===== config.mk =====
export PLATFORM = sky130hd
export DESIGN_NAME = mem_burst_master
export DESIGN_NICKNAME = d
export VERILOG_FILES = /design/src/rtl/mem_burst_master.sv
export SDC_FILE = /design/constraint.sdc
export NUM_CORES = 1
export LEC_CHECK = 0
export ABC_AREA = 1
export BUFFER_PORTS_ARGS = -buffer_cell sky130_fd_sc_hd__buf_2
export CORE_MARGIN = 4
export CORE_UTILIZATION = 45
export CTS_CLUSTER_DIAMETER = 120
export DETAILED_ROUTE_END_ITERATION = 16
export GPL_TIMING_DRIVEN = 0
export PLACE_DENSITY = 0.95
export SETUP_SLACK_MARGIN = 0.3
export SYNTH_ARGS = -nofsm -noshare
export SYNTH_HDL_FRONTEND = slang
export SYNTH_SLANG_ARGS = --single-unit
export TNS_END_PERCENT = 10

===== constraint.sdc =====
create_clock -name i_clk -period 3.2 [get_ports i_clk]
set_input_delay 0.16 -clock i_clk [delete_from_list [all_inputs] [get_ports i_clk]]
set_output_delay 0.16 -clock i_clk [all_outputs]
set_load 0.03 [all_outputs]

===== src/rtl/mem_burst_master.sv =====
// Burst initiator for the 256x28 board memory: request handshake in, write/read
// beat streams to the client, single-port addr/in/we drive to the memory.
//
// state   | meaning
// S_IDLE  | waiting for a request, req_ready high
// S_WRITE | forwarding accepted write beats straight to memory
// S_READ  | filling the registered read beat, holding under backpressure
// S_DONE  | one-cycle completion pulse before returning to idle
module mem_burst_master #(
  parameter int DATA_W = 28,
  parameter int ADDR_W = 28,
  parameter int DEPTH  = 256,
  parameter int LEN_W  = 4
) (
  input  logic              i_clk,
  input  logic              i_rst,
  input  logic              i_req_valid,
  output logic              o_req_ready,
  input  logic              i_req_write,
  input  logic [ADDR_W-1:0] i_req_addr,
  input  logic [LEN_W-1:0]  i_req_len,
  input  logic              i_wr_valid,
  output logic              o_wr_ready,
  input  logic [DATA_W-1:0] i_wr_data,
  output logic              o_rd_valid,
  input  logic              i_rd_ready,
  output logic [DATA_W-1:0] o_rd_data,
  output logic              o_rd_last,
  output logic              o_done,
  output logic [ADDR_W-1:0] o_mem_addr,
  output logic [DATA_W-1:0] o_mem_wdata,
  output logic              o_mem_we,
  input  logic [DATA_W-1:0] i_mem_rdata
);

  localparam int IDX_W = $clog2(DEPTH);

  typedef enum logic [1:0] {S_IDLE, S_WRITE, S_READ, S_DONE} state_t;

  state_t            r_state;
  state_t            w_next;
  logic [IDX_W-1:0]  r_cur;
  logic [IDX_W-1:0]  w_cur_inc;
  logic [LEN_W-1:0]  r_rem;
  logic              r_rd_pend;
  logic [DATA_W-1:0] r_rd_data;
  logic              r_rd_valid;
  logic              r_rd_last;
  logic              w_req_acc;
  logic              w_wr_beat;
  logic              w_rd_load;
  logic              w_rd_take;

  assign w_cur_inc   = (r_cur == IDX_W'(DEPTH - 1)) ? '0 : r_cur + IDX_W'(1);
  assign o_mem_addr  = {{(ADDR_W - IDX_W){1'b0}}, r_cur};
  assign o_mem_wdata = i_wr_data;
  assign o_rd_valid  = r_rd_valid;
  assign o_rd_data   = r_rd_data;
  assign o_rd_last   = r_rd_last;

  always_ff @(posedge i_clk or posedge i_rst) begin
    if (i_rst) r_state <= S_IDLE;
    else       r_state <= w_next;
  end

  always_comb begin
    w_next      = r_state;
    o_req_ready = 1'b0;
    o_wr_ready  = 1'b0;
    o_mem_we    = 1'b0;
    o_done      = 1'b0;
    w_req_acc   = 1'b0;
    w_wr_beat   = 1'b0;
    w_rd_load   = 1'b0;
    w_rd_take   = 1'b0;
    case (r_state)
      S_IDLE: begin
        o_req_ready = 1'b1;
        w_req_acc   = i_req_valid;
        if (i_req_valid) w_next = i_req_write ? S_WRITE : S_READ;
      end
      S_WRITE: begin
        o_wr_ready = 1'b1;
        o_mem_we   = i_wr_valid;
        w_wr_beat  = i_wr_valid;
        if (i_wr_valid && r_rem == '0) w_next = S_DONE;
      end
      S_READ: begin
        w_rd_take = r_rd_valid & i_rd_ready;
        w_rd_load = r_rd_pend & (~r_rd_valid | i_rd_ready);
        if (w_rd_take && r_rd_last) w_next = S_DONE;
      end
      S_DONE: begin
        o_done = 1'b1;
        w_next = S_IDLE;
      end
      default: w_next = S_IDLE;
    endcase
  end

  // r_rd_pend means read beats are still to be fetched; r_rem alone cannot tell
  // "one beat left" from "last beat already loaded".
  always_ff @(posedge i_clk or posedge i_rst) begin
    if (i_rst) begin
      r_cur      <= '0;
      r_rem      <= '0;
      r_rd_pend  <= 1'b0;
      r_rd_data  <= '0;
      r_rd_valid <= 1'b0;
      r_rd_last  <= 1'b0;
    end else begin
      if (w_req_acc) begin
        r_cur     <= IDX_W'(i_req_addr % DEPTH);
        r_rem     <= i_req_len;
        r_rd_pend <= ~i_req_write;
      end
      if (w_wr_beat || w_rd_load) begin
        r_cur <= w_cur_inc;
        if (r_rem != '0) r_rem <= r_rem - LEN_W'(1);
      end
      if (w_rd_load) begin
        r_rd_data  <= i_mem_rdata;
        r_rd_valid <= 1'b1;
        r_rd_last  <= (r_rem == '0);
        r_rd_pend  <= (r_rem != '0);
      end else if (w_rd_take) begin
        r_rd_valid <= 1'b0;
        r_rd_last  <= 1'b0;
      end
    end
  end

endmodule


==> summary.md <==
| Metric | Value |
|---|---|
| Share of post-route cells with drive strength above 1 | `40.2%` |
| Synthesis-stage register bit count | `45` |
| Total track usage | `17.6%` |
| Logic pwr share | `57.4%` |
| Clk_lat worst skew | `0.30 ns` |
| GRT met2 Usage | `33.6%` |
| Worst slew margin | `66.0%` |
| Worst-Margin Slew | `0.509 ns` |
| Final worst clock skew | `0.00931 ns` |
| CP endpoint | `o_mem_we` |
| Core area | `5540 sq um` |
| Starting DRT DRC Count | `83` |
| PortBufs | `115` |
| Clk sink count | `45` |
| IO Pins | `184` |
| Crit path capture type | `output port` |
| Core Util, Final | `62.6%` |
| Vias in the first global route | `2397` |
| Grt total ovfl | `0` |
| Slowest cell delay on critical path | `0.42 ns` |
| Antenna diode count | `0` |
| CTS Buf Count | `5` |
| Switching part of the total power | `51.4%` |
| Max-cap violations | `0` |
| Vias/cell | `4.48` |
| Crit path cell chain | `inv_1 -> ha_1 -> nand2_1 -> inv_1 -> buf_2` |
| Routed Antenna Nets | `0` |
| WHS | `0.0462 ns` |
| Row cnt | `27` |
| Fmax | `607 MHz` |
| VDD IR-drop max | `0.000467 V` |
| Nets@finish | `575` |
| Net Switching | `1.68 mW` |
| Synthesized area | `2600 sq um` |
| Vias | `2448` |
| Power Internal | `1.59 mW` |
| Most Crowded Layer GR | `met2` |
| Synth Instances | `331` |
| Reg2Reg Setup Slack | `1.56 ns` |
| Final Cycle Share | `51.5%` |
| Worst setup SP type | `register` |
| Worst r2r src | `r_state[0]` |
| Die Height | `84.0 um` |
| Die width | `84.0 um` |
| FF-to-FF End | `r_rem[0]` |
| Slowest-stage cell, CP | `dfrtp_1` |
| Endpoints failing setup | `0` |
| Seq pwr share | `31.8%` |
| Synthesis Warnings | `0` |
| Status | `complete, no violations` |
| Total power | `3.27 mW` |
| First-pass GRT wire length | `10400 um` |
| Met1 Track Usage GR | `18.8%` |
| Clk pwr share | `10.8%` |
| Antenna violations before repair | `0` |
| H-tree depth reported by CTS | `2` |
| Syn_area_per_cell | `7.86 sq um` |
| Critical Path Source | `r_state[1]` |
| Hold Fails Final Rpt | `0` |
| RSZ-0062 raised after global routing | `false` |
| HPWL Detailed | `5250 um` |
| WP data arrival | `1.49 ns` |
| Routed WL | `6410 um` |
| Sequential element share of the synthesized area | `43.3%` |
| R2R cell count | `8` |
| TritonCTS clock tree | `yes` |
| Unique masters post-synth | `26` |
| Critical path type | `reg2out` |
| Routed len/inst | `11.7 um` |
| Initial core utilization | `47.0%` |
| CP required | `3.04 ns` |
| PD cells | `943 nW/um^2` |
| Crit path top cell by count | `inv_1` |
| Leakage | `2.10 nW` |
| Max-slew violation count | `0` |
| Worst-path fanout max | `4` |
| Largest buffer count on any clock path | `2` |
| Die area | `7060 sq um` |
| Pre-Repair DR Iteration Count | `6` |
| Met3 Use GR | `4.74%` |
| Fill cells | `468` |
| Hold WC Path Type | `in2reg` |
| Largest net degree at the start of global routing | `26` |
| Period minus WS final | `1.65 ns` |
| CTS clock-pin slew for the worst setup and hold paths | `0.09 ns` |
| GP Congestion | `0.812` |
| Area added between synthesis and finish | `33.2%` |
| CTS root buffer | `clkbuf_8` |
| Post-route setup TNS | `0 ns` |
| Drt drc | `0` |
## Yosys cell counts
cell type | count | area share (%)
a21boi_0 | 1 | 0.29
a21oi_1 | 7 | 1.3
a22oi_1 | 1 | 0.29
buf_2 | 4 | 0.77
buf_4 | 49 | 14
buf_6 | 2 | 0.87
conb_1 | 1 | 0.14
dfrtp_1 | 45 | 43
ha_1 | 7 | 3.4
inv_1 | 21 | 3.0
inv_2 | 3 | 0.43
inv_6 | 1 | 0.34
nand2_1 | 133 | 19
nand2_2 | 2 | 0.48
nand2_4 | 3 | 1.3
nand2_8 | 1 | 0.77
nand3_1 | 7 | 1.3
nand3b_1 | 1 | 0.29
nor2_1 | 15 | 2.2
nor3_2 | 1 | 0.38
o211ai_1 | 2 | 0.58
o21ai_0 | 15 | 2.9
o21ai_1 | 4 | 0.77
o21bai_1 | 2 | 0.58
o31ai_1 | 1 | 0.29
xor2_1 | 2 | 0.67
## critical path: cells and delay by family, from the launching register on
kind | cells | cell delay, ns
buffers and inverters | 3 | 0.42
and+or+nand+nor | 1 | 0.15
DFF | 1 | 0.42
adders and majority gates | 1 | 0.20
## what timing repair did
item	4_1_cts	5_1_grt
hold buffers	1	0
setup buffers	0	0
resized for setup	0	0
endpoints found under the hold margin	20	0
## power groups by stage
stage	combinational [mW]	clock (mW)	sequential, mW
floorplan	0.946	0	1.45
global placement	1.80	0	1.03
detailed placement	1.89	0	1.04
CTS	1.89	0.367	1.04
global route	2.04	0.391	1.07
finish	1.88	0.354	1.04
## worst min-delay path by stage
stage	from	end	slack (ns)	cells after the start
2_1_floorplan	i_mem_rdata[0]	o_rd_data[0]	0.27	2
3_3_place_gp	i_mem_rdata[15]	o_rd_data[15]	0.35	3
3_5_place_dp	i_rst	r_cur[7]	0.22	2
4_1_cts	i_mem_rdata[15]	o_rd_data[15]	0.04	3
5_1_grt	i_mem_rdata[20]	o_rd_data[20]	0.04	3
6_report	i_mem_rdata[20]	o_rd_data[20]	0.05	3
## cell type report
class | count | area, sq um | share of cell area, %
multi-input combinational | 225 | 1040 | 29.9
sequential | 45 | 1130 | 32.5
clock inverter | 3 | 21.3 | 0.614
timing repair buffer | 117 | 613 | 17.7
inverter | 25 | 98.8 | 2.85
buffer | 55 | 410 | 11.8
clock buffer | 5 | 68.8 | 1.99
tap | 72 | 90.1 | 2.60
## registers in the layout (all words and copies together) (netlist names)
signal,flops
o_rd_data,28
o_rd_last,1
o_rd_valid,1
r_cur,8
r_rd_pend,1
r_rem,4
r_state,2
## cells by family after synthesis
family	share of synthesized area, %
AND/OR/NAND/NOR	25.9
buffers and inverters	19.6
adder cells (fa/ha/maj)	3.37
XOR/XNOR	0.674
flip-flops	43.3
AO/OA/AOI/OAI	7.02
other	0.144
## stage by stage
stage,setup WS [ns],instances,cell area (sq um)
final,1.55,547,3470
after CTS,1.54,547,3470
after global routing,1.43,547,3470
after floorplan,1.59,350,2670
after detailed placement,1.57,538,3370
after global placement,1.41,537,3340
## layer usage
metal  vias to the layer above  part of all wire [%]
met1                      1109                    37
met2                       100                    54
met4                         0                  0.50
met3                         4                   8.4
met5                         -                     0
li1                       1235                     -
## cell usage in the layout, fill, tap and decap left out, drive strengths merged
master | synthesis | routed
buf | 55 | 171
nand2 | 139 | 139
dfrtp | 45 | 45
inv | 25 | 26
conb | 1 | 20
o21ai | 19 | 19
nor2 | 15 | 15
nand3 | 7 | 7
a21oi | 7 | 7
ha | 7 | 7
clkbuf | 0 | 5
o211ai | 2 | 2
xor2 | 2 | 2
o21bai | 2 | 2
nor3 | 1 | 1
nand3b | 1 | 1
a22oi | 1 | 1
o31ai | 1 | 1
a21boi | 1 | 1
clkinv | 0 | 1
clkinvlp | 0 | 1
dlygate4sd3 | 0 | 1
Note: power is estimated with default switching activity, not from simulation.
